--- config.mk ---
export PLATFORM = sky130hd
export DESIGN_NAME = axi_rdata_router
export DESIGN_NICKNAME = d
export VERILOG_FILES = /design/src/rtl/axi_rdata_router.sv
export SDC_FILE = /design/constraint.sdc
export NUM_CORES = 1
export LEC_CHECK = 0
export CORE_AREA = 8 8 151 153
export CTS_CLUSTER_SIZE = 16
export DETAILED_ROUTE_END_ITERATION = 8
export DIE_AREA = 0 0 159 161
export PLACE_DENSITY = 0.75
export SLEW_MARGIN = 0
export SYNTH_ARGS = -nofsm -noshare
export SYNTH_HDL_FRONTEND = slang
export SYNTH_SLANG_ARGS = --single-unit
--- constraint.sdc ---
create_clock -name clk -period 4.95 [get_ports clk]
set_clock_uncertainty 0.05 [all_clocks]
set_input_delay 1.485 -clock clk [delete_from_list [all_inputs] [get_ports clk]]
set_output_delay 1.485 -clock clk [all_outputs]
set_load 0.005 [all_outputs]
--- src/rtl/axi_rdata_router.sv ---
// rtl/axi_rdata_router.sv - R-channel router: slaves to the master named by the IDS tag
// Locks one slave per burst and rotates round-robin so bursts never interleave.
module axi_rdata_router #(
  parameter int NS     = 7,
  parameter int ID_W   = 4,
  parameter int IDS_W  = 8,
  parameter int DATA_W = 32
) (
  input  logic                 clk,
  input  logic                 rst,
  input  logic [NS*IDS_W-1:0]  RID_S,
  input  logic [NS*DATA_W-1:0] RDATA_S,
  input  logic [NS*2-1:0]      RRESP_S,
  input  logic [NS-1:0]        RLAST_S,
  input  logic [NS-1:0]        RVALID_S,
  output logic [NS-1:0]        RREADY_S,
  output logic [ID_W-1:0]      RID_M0,
  output logic [DATA_W-1:0]    RDATA_M0,
  output logic [1:0]           RRESP_M0,
  output logic                 RLAST_M0,
  output logic                 RVALID_M0,
  input  logic                 RREADY_M0,
  output logic [ID_W-1:0]      RID_M1,
  output logic [DATA_W-1:0]    RDATA_M1,
  output logic [1:0]           RRESP_M1,
  output logic                 RLAST_M1,
  output logic                 RVALID_M1,
  input  logic                 RREADY_M1,
  output logic [7:0]           drop_cnt
);

  localparam int GW = (NS > 1) ? $clog2(NS) : 1;

  typedef enum logic {IDLE, BUSY} state_t;

  state_t          state, state_nx;
  logic [GW-1:0]   grant, grant_nx;
  logic [GW-1:0]   rr_ptr, rr_ptr_nx;
  logic [GW-1:0]   arb_idx;
  logic            arb_found;
  int              arb_k;

  logic [1:0]        g_tag;
  logic [ID_W-1:0]   g_rid;
  logic [DATA_W-1:0] g_data;
  logic [1:0]        g_resp;
  logic              g_last;
  logic              g_valid;
  logic              g_ready;
  logic              g_bad;
  logic              busy;
  logic              hs;

  // Descending scan so the slave closest to rr_ptr wins.
  always_comb begin
    arb_found = 1'b0;
    arb_idx   = '0;
    arb_k     = 0;
    for (int i = NS - 1; i >= 0; i--) begin
      arb_k = (int'(rr_ptr) + i) % NS;
      if (RVALID_S[arb_k]) begin
        arb_found = 1'b1;
        arb_idx   = GW'(arb_k);
      end
    end
  end

  assign g_tag   = RID_S[grant*IDS_W + ID_W +: 2];
  assign g_rid   = RID_S[grant*IDS_W +: ID_W];
  assign g_data  = RDATA_S[grant*DATA_W +: DATA_W];
  assign g_resp  = RRESP_S[grant*2 +: 2];
  assign g_last  = RLAST_S[grant];
  assign g_valid = RVALID_S[grant];
  assign g_bad   = (g_tag[0] == g_tag[1]);
  assign busy    = (state == BUSY);
  assign hs      = busy & g_valid & g_ready;

  always_comb begin
    RREADY_S  = '0;
    g_ready   = 1'b0;
    RID_M0    = '0;
    RDATA_M0  = '0;
    RRESP_M0  = '0;
    RLAST_M0  = 1'b0;
    RVALID_M0 = 1'b0;
    RID_M1    = '0;
    RDATA_M1  = '0;
    RRESP_M1  = '0;
    RLAST_M1  = 1'b0;
    RVALID_M1 = 1'b0;
    if (busy) begin
      case (g_tag)
        2'b01: begin
          RID_M0    = g_rid;
          RDATA_M0  = g_data;
          RRESP_M0  = g_resp;
          RLAST_M0  = g_last;
          RVALID_M0 = g_valid;
          g_ready   = RREADY_M0;
        end
        2'b10: begin
          RID_M1    = g_rid;
          RDATA_M1  = g_data;
          RRESP_M1  = g_resp;
          RLAST_M1  = g_last;
          RVALID_M1 = g_valid;
          g_ready   = RREADY_M1;
        end
        // Unroutable tag: sink the beat so the slave is never stuck.
        default: g_ready = 1'b1;
      endcase
      RREADY_S[grant] = g_ready;
    end
  end

  always_comb begin
    state_nx  = state;
    grant_nx  = grant;
    rr_ptr_nx = rr_ptr;
    case (state)
      IDLE: begin
        if (arb_found) begin
          grant_nx = arb_idx;
          state_nx = BUSY;
        end
      end
      BUSY: begin
        if (hs && g_last) begin
          state_nx  = IDLE;
          rr_ptr_nx = (grant == GW'(NS - 1)) ? '0 : grant + 1'b1;
        end
      end
      default: state_nx = IDLE;
    endcase
  end

  always_ff @(posedge clk or negedge rst) begin
    if (!rst) begin
      state    <= IDLE;
      grant    <= '0;
      rr_ptr   <= '0;
      drop_cnt <= '0;
    end else begin
      state  <= state_nx;
      grant  <= grant_nx;
      rr_ptr <= rr_ptr_nx;
      if (hs && g_bad && drop_cnt != 8'hFF)
        drop_cnt <= drop_cnt + 8'd1;
    end
  end

endmodule

Word level (Yosys, flattened, before mapping)
Cells that the tools add are included.
- register bits after elaboration: 15
- output and inout port bits: 95
- word-level logic and storage cells: 117
- add/sub/neg operators: 9
- divide/modulo/power cells: 7
- magnitude comparators: 9
- equality and inequality tests: 5
- shift operators: 4
- muxes and demuxes: 69
- bitwise logic cells: 4
- reduce and logical (&&, ||, !) cells: 6
- operators with widths (kind ; count):
    $lt A32 B5 Y1 const B ; 7
    $shiftx A224 B9 Y32 ; 1
    $mod A32 B4 Y32 const B ; 6
    $mux W32 ; 4
    $shiftx A56 B7 Y4 ; 1
    $shiftx A56 B8 Y2 ; 1
    $mux W1 ; 36
    $mod A4 B4 Y32 const B ; 1
    $bmux W1 S3 ; 9
    $mux W3 ; 8
    $mux W4 ; 4
    $shiftx A14 B5 Y2 ; 1
    $add A3 B3 Y4 const B ; 3
    $add A3 B2 Y4 const B ; 2
    $add A8 B1 Y8 const B ; 1
    $mux W2 ; 4
    $ne A8 B8 Y1 const B ; 1
    $add A6 B3 Y7 const B ; 1
    $and A7 B7 Y7 ; 1
    $mux W7 ; 1
    $add A3 B1 Y4 const B ; 1
    $logic_and A1 B1 Y1 ; 4
    $lt A3 B4 Y1 const B ; 1
    $pmux W1 S2 ; 2
    10 further kinds ; 12

Logic depth before layout (Yosys ltp)
Gate-level depths: netlist of run 1.
- depth in word-level cells: 14
- depth in mapped cells: 20

Least setup slack after synthesis of run 1
No wires, ideal clock.
- path kind: register to register
- start point: reg rr_ptr[0]
- end point: reg grant[0]
- setup time: 0.073 ns
- arrival time: 4.605 ns
- setup slack: 0.222 ns
- stages on the path, launching flop included: 21
- clock period less this slack: 4.728 ns
- path through: dfrtp_1 buf_6 buf_6 inv_2 buf_1 ha_1 buf_2 buf_2 buf_2 inv_1 ha_1 ha_1 a211oi_4 o311a_2 nor3_1 a2111o_1 o22ai_4 or4b_1 a21oi_1 nor3b_1 a21oi_2
- cells in the longest elaborated chain, start to end: 13
- elaborated cells between the ends (all ways): 49
- those cells by class: add/sub (6); div (7); mux (35); reduce/logical (1)
- ends and longest elaborated chain (item ; RTL line ; source):
    from (decl) ; 38 ; logic [GW-1:0] rr_ptr, rr_ptr_nx;
    from (signal assigned) ; 146 ; rr_ptr <= rr_ptr_nx;
    $add A3 B3 Y4 ; 60 ; arb_k = (int'(rr_ptr) + i) % NS;
    $mod A32 B4 Y32 ; 60 ;
    $bmux W1 S3 ; 61 ; if (RVALID_S[arb_k]) begin
    $mux W1 (implied by the code) (2 in series) ; 61 ;
    $mux W1 (7 in series) ; 61 ;
    $reduce_and A2 Y1 (no source line) ; n/a ;
    to (signal assigned) ; 145 ; grant <= grant_nx;
    to (decl) ; 37 ; logic [GW-1:0] grant, grant_nx;
Several ways; a longest one is shown, not always the timed one. The select of a mux whose other input is x is not followed.
A chain may end at the register's enable or synchronous reset.

Final worst setup path of run 1
- start point: in RID_S[12]
- end point: out RDATA_M0[31]
- cells in the longest elaborated chain, start to end: 4
- ends and longest elaborated chain (item ; RTL line ; source):
    from (decl) ; 11 ; input logic [NS*IDS_W-1:0] RID_S,
    $shiftx A56 B8 Y2 ; 68 ; assign g_tag = RID_S[grant*IDS_W + ID_W +: 2];
    $eq A2 B1 Y1 ; 92 ; case (g_tag)
    $mux W32 ; 92 ;
    $mux W32 ; 91 ; if (busy) begin
    to (decl) ; 18 ; output logic [DATA_W-1:0] RDATA_M0,
Every way passes these cells.

==> Flow_metrics.wiki, run 1 <==
{| class="wikitable"
! Metric !! Value
|-
| Remaining Overflow, GRT || 0
|-
| Clock tree from TritonCTS || done
|-
| Full die area || 0.0256 sq mm
|-
| Critical path endpoint category || output pin
|-
| Dominant register cell in the synthesized netlist || sky130_fd_sc_hd__dfrtp_1
|-
| Vertical die dimension || 161 um
|-
| Crit path to || RDATA_M0[31]
|-
| Synthesis-to-layout area growth || 92.4%
|-
| Dpl hpwl || 26300 um
|-
| Gate count after technology mapping || 745
|-
| Initial core utilization || 23.9%
|-
| Share of synthesized area occupied by flip-flops and latches || 7.64%
|-
| Required @ worst endpoint || 3.41 ns
|-
| VDD IR-drop max || 577 uV
|-
| Class of the tightest hold or removal check || flop to flop
|-
| Highest-count cells in the layout ignoring fill and taps || sky130_fd_sc_hd__clkdlybuf4s50_1, sky130_fd_sc_hd__nor2_1, sky130_fd_sc_hd__a21oi_1
|-
| Simple-gate portion of the synthesized area || 27.1%
|-
| Proportion of layout cells with a drive suffix above 1 || 12.8%
|-
| Relative slew slack || 54.9%
|-
| Final worst-path cycle share || 100%
|-
| Skew-Pair Late Insertion Delay || 0.24 ns
|-
| Via count || 7725
|-
| Number of antenna violations at the first check in global routing || 4
|-
| Xor/xnor share of the synthesized area || 2.14%
|-
| Number of nets produced by synthesis || 1081
|-
| Synthesized-area fraction occupied by ao, oa, aoi and oai cells || 36.3%
|-
| Static leakage || 4.12 nW
|-
| Violations in the final reports || setup timing
|-
| Wire per inst || 23.9 um
|-
| End of the worst register-to-register path || grant[2]$_DFFE_PN0P_
|-
| Global-route total usage across every layer || 24.4%
|-
| Final hold viol count || 0
|-
| Sequential Area || 382 sq um
|-
| Type of the setup path with the least slack || input pin to output pin
|-
| CTS Buf Count || 3
|-
| Critical register-to-register path startpoint || rr_ptr[1]$_DFFE_PN0P_
|-
| Wire length of the first global-routing pass || 49400 um
|-
| Die Wd || 159 um
|-
| Drt initial violations || 709
|-
| Post-synthesis register bit count || 15
|-
| Ranking of synthesized cells by area || sky130_fd_sc_hd__nor2_1, sky130_fd_sc_hd__mux2i_1, sky130_fd_sc_hd__a21oi_1
|-
| Via density || 5.49
|-
| Final setup viols || 1
|-
| Post-Route WL || 33700 um
|-
| Pin count of the biggest net entering global routing || 42
|-
| Number of top-level design ports || 407
|-
| Final core utilization || 46.0%
|-
| Commonest non-fill, non-tap cell in the layout || sky130_fd_sc_hd__clkdlybuf4s50_1
|-
| Data arrival, critical path || 3.43 ns
|-
| Overall power after layout || 6.43 mW
|-
| Filler cells || 2090
|-
| Synth unique cells || 80
|-
| IO Port Bufs || 392
|-
| Cell depth of the worst flop-to-flop path || 15
|-
| Crit-path cells || clkdlybuf4s50_1 -> a31oi_1 -> o21a_1 -> inv_1 -> ha_2 -> nand2_2 -> buf_12 -> nor2_4 -> clkdlybuf4s50_1
|-
| Critical Path Max Stage Delay || 0.51 ns
|-
| Post-synth EDFFs || 0
|-
| Residual DRC || 0
|-
| Vias in the first global route || 7763
|-
| RSZ-0062 raised after global routing || yes
|-
| Maximum number of buffers from clock root to sink || 2
|-
| Cell seen most often among critical-path stages || sky130_fd_sc_hd__clkdlybuf4s50_1
|-
| Minimum clock period after layout || 4.97 ns
|-
| Hold-fix buffers, CTS || 0
|-
| Max-cap violations || 0
|-
| Highest clock frequency the design can meet || 201 MHz
|-
| Worst setup path startpoint || RID_S[12]
|-
| Number of clock sinks seen by CTS || 15
|-
| DRT antenna net count || 0
|-
| Multiplexer area fraction after synthesis || 14.0%
|-
| Async set or reset register ratio after synthesis || 100%
|-
| Share of Yosys cell area claimed by the top area cell type || 11.7%
|-
| Slowest CP cell || sky130_fd_sc_hd__clkdlybuf4s50_1
|-
| Startpoint type of the worst setup path || input pin
|-
| Synth area leader || sky130_fd_sc_hd__nor2_1
|-
| Min-delay src || drop_cnt[4]$_DFFE_PN0P_
|-
| Setup slack of the most critical reg-to-reg path || 0.50 ns
|-
| Worst Max-Slew Pin Slew || 0.675 ns
|-
| Core Footprint || 0.0206 sq mm
|-
| Outcome || finished with violations
|-
| Final-report max-slew violation count || 0
|-
| Total area of multi-input combinational cells || 0.00433 sq mm
|-
| Clock Pin Slew Worst Setup and Hold Paths || 0.05 ns
|-
| Stages on the worst setup path || 9
|-
| Post-Synthesis Cell Area || 0.00491 sq mm
|-
| Largest delay share family, worst path || buffers and inverters
|-
| Final worst slack || -0.0197 ns
|-
| GPL Wtd Cong || 0.963
|-
| NumNets Final || 1466
|-
| PD cells || 680 mW/mm^2
|-
| Critical path buffers and inverters || 4
|-
| Total number of yosys warnings || 0
|-
| Count of standard-cell rows || 53
|-
| Post-Synth Adder-Cell Area || 6.11%
|-
| Clock root buffer || sky130_fd_sc_hd__clkbuf_16
|-
| Critical Path Fanout Max || 40
|-
| Mean Syn Cell Area || 6.60 sq um
|-
| Length of the first detailed-routing pass in iterations || 5
|-
| H-tree depth || 1
|-
| Combinational family with the most area after synthesis || compound AO/OA/AOI/OAI gates
|}
## worst min-delay path by stage
stage | endpoint | slack (ns) | cells after the start
3_5_place_dp | drop_cnt[4]$_DFFE_PN0P_ | 0.45 | 1
4_1_cts | drop_cnt[4]$_DFFE_PN0P_ | 0.47 | 1
6_report | drop_cnt[4]$_DFFE_PN0P_ | 0.48 | 1
2_1_floorplan | drop_cnt[4]$_DFFE_PN0P_ | 0.43 | 1
3_3_place_gp | drop_cnt[4]$_DFFE_PN0P_ | 0.44 | 1
5_1_grt | drop_cnt[4]$_DFFE_PN0P_ | 0.50 | 1
## per-stage QoR
| step | setup slack (ns) | TNS [ns] | cell area, sq um | hold slack [ns] | instances |
|---|---|---|---|---|---|
| after floorplan | 0.222 | 0 | 4910 | 0.431 | 745 |
| after global placement | -0.561 | -32.55 | 9290 | 0.439 | 1388 |
| after detailed placement | -0.531 | -31.13 | 9290 | 0.447 | 1388 |
| after CTS | -0.110 | -0.241 | 9540 | 0.470 | 1406 |
| after global routing | -0.0858 | -0.0881 | 9450 | 0.498 | 1405 |
| final | -0.0197 | -0.0197 | 9460 | 0.485 | 1407 |
## flip-flops by register name, indices dropped and copies added, names as in the netlist
signal / count
drop_cnt: 8
grant: 3
rr_ptr: 3
busy: 1
## synth_stat cells, types with 3 or more instances
cell,n
sky130_fd_sc_hd__nor2_1,153
sky130_fd_sc_hd__a21oi_1,95
sky130_fd_sc_hd__mux2i_1,55
sky130_fd_sc_hd__nand2_1,50
sky130_fd_sc_hd__clkbuf_1,41
sky130_fd_sc_hd__o22ai_1,41
sky130_fd_sc_hd__o221ai_1,40
sky130_fd_sc_hd__ha_1,24
sky130_fd_sc_hd__nand3_1,21
sky130_fd_sc_hd__nor3_1,17
sky130_fd_sc_hd__o21ai_0,17
sky130_fd_sc_hd__dfrtp_1,15
sky130_fd_sc_hd__inv_1,15
sky130_fd_sc_hd__buf_1,9
sky130_fd_sc_hd__xnor2_1,9
sky130_fd_sc_hd__nand2b_1,8
sky130_fd_sc_hd__o211ai_1,8
sky130_fd_sc_hd__mux2_2,6
sky130_fd_sc_hd__o21a_1,6
sky130_fd_sc_hd__a211oi_1,5
sky130_fd_sc_hd__and3_1,5
sky130_fd_sc_hd__buf_2,5
sky130_fd_sc_hd__nand4_1,5
sky130_fd_sc_hd__a21o_1,4
sky130_fd_sc_hd__a31oi_1,4
sky130_fd_sc_hd__nor2b_1,4
sky130_fd_sc_hd__a211o_1,3
sky130_fd_sc_hd__and2_1,3
sky130_fd_sc_hd__buf_6,3
sky130_fd_sc_hd__inv_2,3
sky130_fd_sc_hd__mux4_2,3
sky130_fd_sc_hd__nand4bb_1,3
sky130_fd_sc_hd__nor3b_1,3
sky130_fd_sc_hd__or3_1,3
sky130_fd_sc_hd__xor2_1,3
## report_power, final
| group | internal, mW | switching, mW |
|---|---|---|
| logic | 2.57 | 3.39 |
| registers | 0.179 | 0.137 |
| clock network | 0.108 | 0.0477 |
| total | 2.86 | 3.58 |
## kinds of logic (layout without fill, tap and decap cells)
| group | after synthesis | count (layout) |
|---|---|---|
| multiplexers | 64 | 64 |
| buffers and inverters | 78 | 462 |
| XOR/XNOR | 12 | 12 |
| AND/OR/NAND/NOR | 292 | 292 |
| other | 0 | 3 |
| AO/OA/AOI/OAI | 260 | 260 |
| flip-flops | 15 | 15 |
| adder cells (fa/ha/maj) | 24 | 24 |
## per-layer routing
layer / global-route usage (%) / part of all wire (%) / up-vias / wire length, um
met5: 0 / 0.13 / - / 43
met4: 4.46 / 1.7 / 6 / 581
met3: 6.52 / 10 / 40 / 3470
met2: 41.9 / 48 / 470 / 16000
met1: 30.4 / 40 / 3634 / 13500
li1: - / - / 3575 / -
## final cells by class
| type | instances | share of cell area, % |
|---|---|---|
| clock buffers | 3 | 0.794 |
| diodes | 3 | 0.0794 |
| repair buffers | 440 | 44.9 |
| well taps | 275 | 3.64 |
| flip-flops and latches | 15 | 4.04 |
| clock inverters | 1 | 0.0529 |
| multi-input cells | 652 | 45.8 |
| inverters | 18 | 0.715 |
## timing repair
item	CTS	global route
gates cloned	4	0
pin swaps	11	11
setup endpoints to repair	87	63
resized for setup	162	37
setup buffers	10	0
(Power assumes the default switching activity.)
==> inputs of run 2 (changes only) <==
- CAP_MARGIN: unset -> 20
- CTS_BUF_LIST: unset -> sky130_fd_sc_hd__clkbuf_8
==> Flow_metrics.wiki, run 2 (synthesis gave the netlist of run 1 again) <==
{| class="wikitable"
! Metric !! Value
|-
| Length of the first detailed-routing pass in iterations || 5
|-
| Post-Route WL || 33600 um
|-
| Count of standard-cell rows || 53
|-
| Slowest CP cell || sky130_fd_sc_hd__clkdlybuf4s50_1
|-
| Comb pwr share || 93.5%
|-
| Number of antenna violations at the first check in global routing || 4
|-
| VDD IR-drop max || 571 uV
|-
| Clock Pin Slew Worst Setup and Hold Paths || 0.06 ns
|-
| Max-cap violations || 0
|-
| Drt initial violations || 637
|-
| Total area of multi-input combinational cells || 0.00433 sq mm
|-
| Sequential Area || 382 sq um
|-
| Wire per inst || 23.9 um
|-
| Final hold viol count || 0
|-
| Class of the tightest hold or removal check || flop to flop
|-
| Final setup viols || 1
|-
| Switching share of power || 56.0%
|-
| Highest-count cells in the layout ignoring fill and taps || sky130_fd_sc_hd__clkdlybuf4s50_1, sky130_fd_sc_hd__nor2_1, sky130_fd_sc_hd__a21oi_1
|-
| Remaining Overflow, GRT || 0
|-
| Vias in the first global route || 7740
|-
| Critical Path Max Stage Delay || 0.53 ns
|-
| Initial core utilization || 23.9%
|-
| H-tree depth || 1
|-
| IO Port Bufs || 392
|-
| Via density || 5.51
|-
| Critical path buffers and inverters || 2
|-
| Number of clock sinks seen by CTS || 15
|-
| Critical path endpoint category || output pin
|-
| Number of top-level design ports || 407
|-
| Worst Max-Slew Pin Slew || 0.717 ns
|-
| Residual DRC || 0
|-
| Hold-fix buffers, CTS || 0
|-
| Pin count of the biggest net entering global routing || 42
|-
| Dpl hpwl || 26300 um
|-
| Dpl cells || 1388
|-
| Proportion of power drawn by flip-flops and latches || 4.9%
|-
| Violations in the final reports || setup timing
|-
| Filler cells || 2095
|-
| Required @ worst endpoint || 3.41 ns
|-
| Number of flip-flops in the largest register || 8
|-
| Largest delay share family, worst path || buffers and inverters
|-
| P_int || 2.80 mW
|-
| Data arrival, critical path || 3.44 ns
|-
| DRT antenna net count || 0
|-
| Final-report max-slew violation count || 0
|-
| Skew-Pair Late Insertion Delay || 0.24 ns
|-
| Total Neg Setup Slack || -0.0266 ns
|-
| Final worst slack || -0.0266 ns
|-
| Top Registers || drop_cnt (8), grant (3), rr_ptr (3)
|-
| Clock root buffer || sky130_fd_sc_hd__clkbuf_8
|-
| Static leakage || 4.10 nW
|-
| Post-placement worst setup slack || -0.531 ns
|-
| PD cells || 677 mW/mm^2
|-
| Proportion of layout cells with a drive suffix above 1 || 12.8%
|-
| GPL Wtd Cong || 0.963
|-
| Via count || 7745
|-
| Most flops, register || drop_cnt
|-
| Synthesis-to-layout area growth || 91.6%
|-
| Core Footprint || 0.0206 sq mm
|-
| Global-route total usage across every layer || 24.4%
|-
| Highest clock frequency the design can meet || 201 MHz
|-
| Die Wd || 159 um
|-
| Count of placed standard cells in the final layout, fillers left out || 1405
|-
| Maximum number of buffers from clock root to sink || 2
|-
| Final worst-path cycle share || 101%
|-
| Commonest non-fill, non-tap cell in the layout || sky130_fd_sc_hd__clkdlybuf4s50_1
|-
| Overall power after layout || 6.38 mW
|-
| Full die area || 0.0256 sq mm
|-
| Net switching power of the design || 3.57 mW
|-
| Vertical die dimension || 161 um
|-
| RSZ-0062 raised after global routing || yes
|-
| Type of the setup path with the least slack || input pin to output pin
|-
| Clock network fraction of design power || 1.5%
|-
| NumNets Final || 1466
|-
| Wire length of the first global-routing pass || 49300 um
|-
| Minimum clock period after layout || 4.98 ns
|-
| Critical Path Fanout Max || 2
|-
| Startpoint type of the worst setup path || input pin
|-
| Relative slew slack || 52.2%
|-
| CTS Buf Count || 3
|-
| Outcome || finished with violations
|-
| Crit-path cells || clkdlybuf4s50_1 -> mux2i_1 -> nor2_1 -> a21oi_1 -> a21oi_1 -> o221ai_1 -> nor2_4 -> clkdlybuf4s50_1
|-
| Clock tree from TritonCTS || done
|}
run 2: per-layer routing:
| metal | wire length, um | up-vias | GRT usage (%) |
|---|---|---|---|
| met4 | 572 | 6 | 4.46 |
| met3 | 3420 | 40 | 6.52 |
| met1 | 13700 | 3619 | 30.4 |
| met2 | 16000 | 512 | 41.9 |
| li1 | - | 3568 | - |
| met5 | 43 | - | 0 |
run 2: layout make-up:
cell class | instances | area share [%]
Sequential cell | 15 | 4.05
Tap cell | 275 | 3.65
Clock inverter | 1 | 0.0531
Multi-Input combinational cell | 652 | 45.9
Inverter | 18 | 0.718
Clock buffer | 3 | 0.438
Timing Repair Buffer | 440 | 45.1
Antenna cell | 1 | 0.0266
run 2: worst register-to-register path: cells and delay by family (launching register included):
kind	cells	cell delay, ns
flops	1	0.45
simple gates	2	0.52
buf+inv	2	0.18
fa+ha+maj	4	1.26
compound gates	7	1.86
run 2: path summary, 6_finish.rpt:
kind,startpoint,endpoint,slack (ns),depth (start not counted)
worst min-delay path,drop_cnt[4]$_DFFE_PN0P_,drop_cnt[4]$_DFFE_PN0P_,0.48,1
worst max-delay path,RDATA_S[159],RDATA_M0[31],-0.03,8
max in group asynchronous,rst,grant[1]$_DFFE_PN0P_,2.74,1
min in group asynchronous,rst,drop_cnt[2]$_DFFE_PN0P_,1.61,1
worst min register to register,drop_cnt[4]$_DFFE_PN0P_,drop_cnt[4]$_DFFE_PN0P_,0.48,1
worst max register to register,rr_ptr[1]$_DFFE_PN0P_,grant[2]$_DFFE_PN0P_,0.51,15
run 2: what timing repair did:
action / 4_1_cts / 5_1_grt
pin swaps: 11 / 11
buffers inserted: 10 / 0
endpoints found under the setup margin: 87 / 63
gates cloned: 4 / 0
gates resized for setup: 162 / 37
run 2: power by group through the flow:
stage | clock [mW] | sequential (mW) | combinational, mW
final | 0.0972 | 0.315 | 5.96
after global routing | 0.108 | 0.327 | 6.43
after CTS | 0.100 | 0.313 | 5.97
after detailed placement | 0 | 0.306 | 5.71
after global placement | 0 | 0.305 | 5.65
after floorplan | 0 | 0.235 | 3.39
run 2: per-stage QoR:
stage | hold WS [ns] | cell area, sq um | util [%]
floorplan | 0.431 | 4910 | -
global placement | 0.439 | 9290 | 45.2
detailed placement | 0.447 | 9290 | 45.2
CTS | 0.471 | 9510 | 46.3
global route | 0.500 | 9420 | 45.8
finish | 0.484 | 9420 | 45.8
